==> config.mk <==
export PLATFORM = sky130hd
export DESIGN_NAME = tag_alloc_buffer
export DESIGN_NICKNAME = d
export VERILOG_FILES = /design/src/rtl/tag_alloc_buffer.sv
export SDC_FILE = /design/constraint.sdc
export NUM_CORES = 1
export LEC_CHECK = 0
export BUFFER_PORTS_ARGS = -buffer_cell sky130_fd_sc_hd__buf_2
export CORE_ASPECT_RATIO = 0.8
export CORE_MARGIN = 1.5
export CORE_UTILIZATION = 35
export DETAILED_ROUTE_END_ITERATION = 16
export PLACE_DENSITY = 0.56
export SYNTH_ARGS = -nofsm -noshare
export SYNTH_HDL_FRONTEND = slang
export SYNTH_SLANG_ARGS = --single-unit
==> constraint.sdc <==
create_clock -name clock -period 2.47 [get_ports clock]
set_input_delay 0.3705 -clock clock [delete_from_list [all_inputs] [get_ports clock]]
set_output_delay 0.3705 -clock clock [all_outputs]
set_load 0.05 [all_outputs]
==> src/rtl/tag_alloc_buffer.sv <==
// Tag allocation buffer: prefetches physical register tags from the free list into a small FIFO.
// Optional TAG_CHECK_EN drops captured tag 0 and raises a sticky tag_err.
`ifndef CDB_BITS
`define CDB_BITS 6
`endif

module tag_alloc_buffer #(
   parameter int TAG_W = `CDB_BITS,
   parameter int DEPTH = 2
) (
   input  logic             clock,
   input  logic             reset,
   input  logic             fl_empty,
   output logic             fl_rd,
   input  logic [TAG_W-1:0] fl_data,
   input  logic             alloc_ready,
   output logic             alloc_valid,
   output logic [TAG_W-1:0] alloc_tag,
   output logic             tag_err
);

   localparam int CW = $clog2(DEPTH + 1);
   localparam int PW = $clog2(DEPTH);
   localparam logic [CW:0]   DEPTH_C = (CW + 1)'(DEPTH);
   localparam logic [PW-1:0] LAST_C  = PW'(DEPTH - 1);

   logic [TAG_W-1:0] tagBuf_q [DEPTH];
   logic [PW-1:0]    rdPtr_q, rdPtr_d;
   logic [PW-1:0]    wrPtr_q, wrPtr_d;
   logic [CW-1:0]    count_q, count_d;
   logic             inflight_q;
   logic             pop;
   logic             push;
   logic             tagOk;
   logic [CW:0]      occupancy;

   function automatic logic [PW-1:0] nextPtr(input logic [PW-1:0] p);
      return (p == LAST_C) ? '0 : p + 1'b1;
   endfunction

   // The read request counts the pop happening this cycle so the buffer streams at full occupancy.
   always_comb begin
      alloc_valid = reset && (count_q != '0);
      alloc_tag   = alloc_valid ? tagBuf_q[rdPtr_q] : '0;
      pop         = alloc_valid && alloc_ready;
`ifdef TAG_CHECK_EN
      tagOk       = (fl_data != '0);
`else
      tagOk       = 1'b1;
`endif
      push        = inflight_q && tagOk;
      occupancy   = {1'b0, count_q} + {{CW{1'b0}}, inflight_q} - {{CW{1'b0}}, pop};
      fl_rd       = reset && !fl_empty && (occupancy < DEPTH_C);
      rdPtr_d     = pop  ? nextPtr(rdPtr_q) : rdPtr_q;
      wrPtr_d     = push ? nextPtr(wrPtr_q) : wrPtr_q;
      count_d     = count_q;
      case ({push, pop})
         2'b10:   count_d = count_q + 1'b1;
         2'b01:   count_d = count_q - 1'b1;
         default: count_d = count_q;
      endcase
   end

   always_ff @(posedge clock) begin
      if (!reset) begin
         count_q    <= '0;
         rdPtr_q    <= '0;
         wrPtr_q    <= '0;
         inflight_q <= 1'b0;
         for (int i = 0; i < DEPTH; i++) tagBuf_q[i] <= '0;
      end else begin
         count_q    <= count_d;
         rdPtr_q    <= rdPtr_d;
         wrPtr_q    <= wrPtr_d;
         inflight_q <= fl_rd;
         if (push) tagBuf_q[wrPtr_q] <= fl_data;
      end
   end

`ifdef TAG_CHECK_EN
   logic tagErr_q;

   // A rejected capture still consumes its free-list slot; only the error flag records it.
   always_ff @(posedge clock) begin
      if (!reset) tagErr_q <= 1'b0;
      else if (inflight_q && !tagOk) tagErr_q <= 1'b1;
   end

   assign tag_err = tagErr_q;
`else
   assign tag_err = 1'b0;
`endif

`ifndef SYNTHESIS
   always @(posedge clock) begin
      if (reset) begin
         assert ({1'b0, count_q} <= DEPTH_C);
         assert (!(push && !pop && ({1'b0, count_q} == DEPTH_C)));
      end
   end
`endif

endmodule

======== After elaboration in Yosys (flattened, before gate mapping) ========
Memory sizes are Yosys's and may differ from the RTL's. A register that Yosys moved wholly into a read port is not among the register bits.
Index checks and enable logic that the tools add are counted.
storage, ports and cells
  bits in registers ....................... 5
  memory bits (writable) .................. 12
  input bits .............................. 10
  output and inout port bits .............. 9
  word-level logic and storage cells ...... 35
  memories kept ........................... 1
operators by class
  add/subtract/negate cells ............... 6
  magnitude comparators ................... 1
  equality and inequality tests ........... 2
  multiplexer cells ....................... 13
  reductions and logical operators ........ 8
memories
  name      words  width  rd ports  clocked after Yosys merged registers in  write ports  RTL line  text
  tagBuf_q  2      6      1         1                                        2            27        logic [TAG_W-1:0] tagBuf_q [DEPTH];
operator list
  cell                                                                           number
  6-bit two-way mux                                                              2
  1-bit two-way mux                                                              10
  6-bit OR reduction                                                             1
  1-bit logical AND                                                              4
  2-bit case mux with 2 select lines                                             1
  2-bit nonzero test                                                             2
  2-bit by 1-bit adder with 3-bit output                                         1
  3-bit by 2-bit less-than comparator with 1-bit output (second input constant)  1
  3-bit by 1-bit subtractor with 3-bit output                                    1
  1-bit adder (second input constant)                                            2
  2-bit by 1-bit adder with 2-bit output (second input constant)                 1
  2-bit by 1-bit == test with 1-bit output (second input constant)               1
  2-bit == test (second input constant)                                          1
  2-bit by 1-bit subtractor with 2-bit output (second input constant)            1
  1-bit logical NOT                                                              1

======== Longest topological paths before layout ========
  word-level depth ........................ 6
  mapped depth ............................ 7
  mapped depth without buffers ............ 6

======== Least setup slack after synthesis ========
OpenSTA, ideal clock, no wires.
  path type ............................... reg2out
  start point ............................. register count_q[1]
  end point ............................... output port fl_rd
  arrival time ............................ 2460 ps
  data required time ...................... 2099 ps
  slack ................................... -361 ps
  cell stages (with the launch flop) ...... 7
  path buffers ............................ 1
  cells stage by stage .................... dfxtp_1 -> clkbuf_2 -> o21ai_2 -> nor2_1 -> fa_1 -> xor2_1 -> nor3_1
on the way
  longest elaborated chain between the ends .. 6
  elaborated cells between the ends (all ways) .. 7
  classes of those cells .................. add/sub: 2; order compare: 1; reduce/logical: 4
RTL lines
  element                                                                                         RTL line  text
  start: declaration                                                                              30        logic [CW-1:0] count_q, count_d;
  start signal: assignment                                                                        72        count_q <= count_d;
  parallel branches: the longest is 3 deep, another holds 2-bit by 1-bit adder with 3-bit output  -
  3-bit by 1-bit subtractor with 3-bit output (*)                                                 52        occupancy = {1'b0, count_q} + {{CW{1'b0}}, inflight_q} - {{CW{1'b0}}, pop};
  3-bit by 2-bit less-than comparator with 1-bit output (*)                                       53        fl_rd = reset && !fl_empty && (occupancy < DEPTH_C);
  1-bit logical AND (*)                                                                           53
  end: declaration                                                                                14        output logic fl_rd,
Every way passes the cells marked *.

======== Worst setup path after layout ========
  start point ............................. register inflight_q
  end point ............................... output port fl_rd
on the way
  longest elaborated chain between the ends .. 4
RTL lines
  element                                                RTL line  text
  start: declaration                                     31        logic inflight_q;
  start signal: assignment                               75        inflight_q <= fl_rd;
  2-bit by 1-bit adder with 3-bit output                 52
  3-bit by 1-bit subtractor with 3-bit output            52
  3-bit by 2-bit less-than comparator with 1-bit output  53
  1-bit logical AND                                      53
No other way between the ends.

==> results.cfg <==
[detailed_routing]
vias_per_cell = 4.39
drtPass1Iterations = 4
wire_per_inst_um = 10.4
drt-initial-drc-count = 17
drtAntennaViolNets = 0
drc = 0
routed_wl_um = 1470
vias = 619

[global_routing]
grt_max_degree = 14
grt_overflow = 0
grt_pass1_wl_um = 2300
grt_pass1_vias = 529
grt_util_all_layers_pct = 12.0
antenna_found_initial = 0

[synth]
synthAdderAreaFrac_pct = 2.28
ys_warn_count = 0
synth_compound_area_share_pct = 4.27
synthXorXnorAreaFrac_pct = 2.99
netlist_area_um2 = 880
synthSimpleGateAreaFrac_pct = 21.6
synthesis.nets = 99
synth_seq_cells = 18
yosys.area.top_type = edfxtp_1
yosysSeqAreaShare_pct = 54.6
synth_cells = 88
ys_top_cells_by_area = edfxtp_1, dfxtp_1, mux2i_1
synthMuxAreaShare_pct = 9.10
ys_types = 22
syn_avg_cell_area_um2 = 10.0
synth_top_family_by_area = simple AND/OR/NAND/NOR gates
synth_top_area_share_pct = 41.0

[cells_and_area]
final_area_um2 = 1050
layout_common_cells = nor2_1, buf_2, nand2_1
insertedDiodeCount = 0
area_delta_synth_final_pct = 18.9
final_common_cell = nor2_1
nets = 117
drive_above_1_share_pct = 25.7
fillerInstances = 248

[sta]
period_share_pct = 94.8
setup_viol = 0
final_max_slew_viol_count = 0
tns_ns = 0
finalHoldViolCount = 0
min_period_ns = 2.34
grt_setup_unrepaired = no
skew_ns = 0.00428
fmax_ghz = 0.427

[floorplanning]
row_count = 16
die_area_um2 = 2820
die_w_um = 59.1
core_area_um2 = 2420
dieHeight_um = 47.8
io_pins = 19
initial_core_util_pct = 36.3

[critical_path]
crit_path_start_kind = register
crit_required_ns = 2.10
endpoint = fl_rd
crit_buf_inv = 1
reg2reg_depth = 5
crit_path_max_fanout = 9
crit_path_top_delay_cell = dfxtp_1
cp_top_family = flip-flops
cp_num_cells = 6
max_stage_delay_ns = 0.50
cp-end-kind = primary output
rr_endpoint = inflight_q$_SDFF_PN0_
crit_path_start = inflight_q$_SDFF_PN0_
r2r_start = inflight_q$_SDFF_PN0_
path_cells = xnor2_1, nand2_1, fa_1, xor2_1, nor3_2, buf_4
crit_type = reg -> out
cp.arrival_ns = 1.97
r2r_slack_ns = 0.90

[hold_path]
min_path_type = in -> reg

[clocking]
cts.sinks = 18
cts-root-buf = clkbuf_4
ctsHoldBuffers = 0
cts_tree = yes
clockBufferDepth = 2
clk_latency_ns = 0.29
clk_pin_slew_ns = 0.09
cts_buffers = 3
cts_max_level = 1

[power]
ir_worst_vdd_mv = 0.314
total_power_uw = 613
p_leak_uw = 0.000422
p_per_area_nw_per_um2 = 586

[outcome]
status = finished, final reports clean

[place]
io_buffer_count = 17
dp_hpwl_um = 1060
globalplace.congestion = 0.664
placed_area_um2 = 992

[run]
maxCapViolCount = 0
[cell families (layout without fill, tap and decap cells)]
kind of cell / after synthesis / in the layout
xor gates and xnor gates: 3 / 3
DFF: 18 / 18
AOI/OAI and AO/OA: 5 / 5
other: 1 / 1
buffers and inverters: 8 / 25
muxes: 8 / 8
and+or+nand+nor: 44 / 44
adders and majority gates: 1 / 1
[power by group]
part | internal, µW | switching (µW) | leakage, µW | total, µW
Clock | 89.9 | 88.9 | 0.0000210 | 179
Combinational | 31.1 | 51.8 | 0.000226 | 82.9
Sequential | 339 | 12.0 | 0.000175 | 351
[metal layers]
metal	track usage (%)	vias up	routed length (µm)
li1	-	323	-
met1	14.7	281	701
met2	19.6	13	693
met3	4.86	2	61
met4	4.09	0	10
met5	0	-	0
[sequential cells by signal, summed over array words and instances, names as in the netlist, named ones only]
name,count
count_q,2
inflight_q,1
rdPtr_q,1
tagBuf_q,12
wrPtr_q,1
[final cells by class]
class                           count  area [µm²]  share of cell area (%)
Timing Repair Buffer               20         110                    10.5
Tap cell                           36        45.0                    4.31
Multi-Input combinational cell     62         370                    35.4
Sequential cell                    18         480                    45.9
Inverter                            1        3.75                   0.359
Clock buffer                        4        36.3                    3.47
[repair_timing]
item                       4_1_cts  5_1_grt
buffers inserted                 0        1
hold endpoints to repair         0        0
setup endpoints to repair        1        1
gates cloned                     0        0
pin swaps                        0        1
gates resized for setup          2        0
[cell usage after synthesis, drive strengths merged]
library cell and n:
nand2b 4, nor2 20, and2 2, inv 1, o211ai 1, xor2 1
edfxtp 12, xnor2 2, nand2 14, nor2b 1, a21oi 1, nor3 2
nand4b 1, buf 5, o21ai 2, fa 1, clkbuf 2, mux2i 8
a21boi 1, dfxtp 6, conb 1
[metrics by stage]
step,utilization (%),worst slack (ns),cells,hold WS [ns]
finish,43.2,0.130,141,0.269
global route,43.2,0.0229,141,0.267
CTS,42.9,0.0337,140,0.269
detailed placement,41.0,0.244,136,0.475
global placement,41.0,0.293,136,0.465
floorplan,-,0.0588,88,0.450
[how the worst min path moves through the flow]
stage               depth (start not counted)                    end  slack [ns]                 start
floorplan                                   1  inflight_q$_SDFF_PN0_        0.45              fl_empty
CTS                                         2  inflight_q$_SDFF_PN0_        0.27              fl_empty
global route                                2  inflight_q$_SDFF_PN0_        0.27              fl_empty
global placement                            2   wrPtr_q$_SDFFE_PN0P_        0.47  wrPtr_q$_SDFFE_PN0P_
finish                                      2  inflight_q$_SDFF_PN0_        0.27              fl_empty
detailed placement                          2   wrPtr_q$_SDFFE_PN0P_        0.47  wrPtr_q$_SDFFE_PN0P_
No activity file was read; power rests on OpenSTA's default activity.
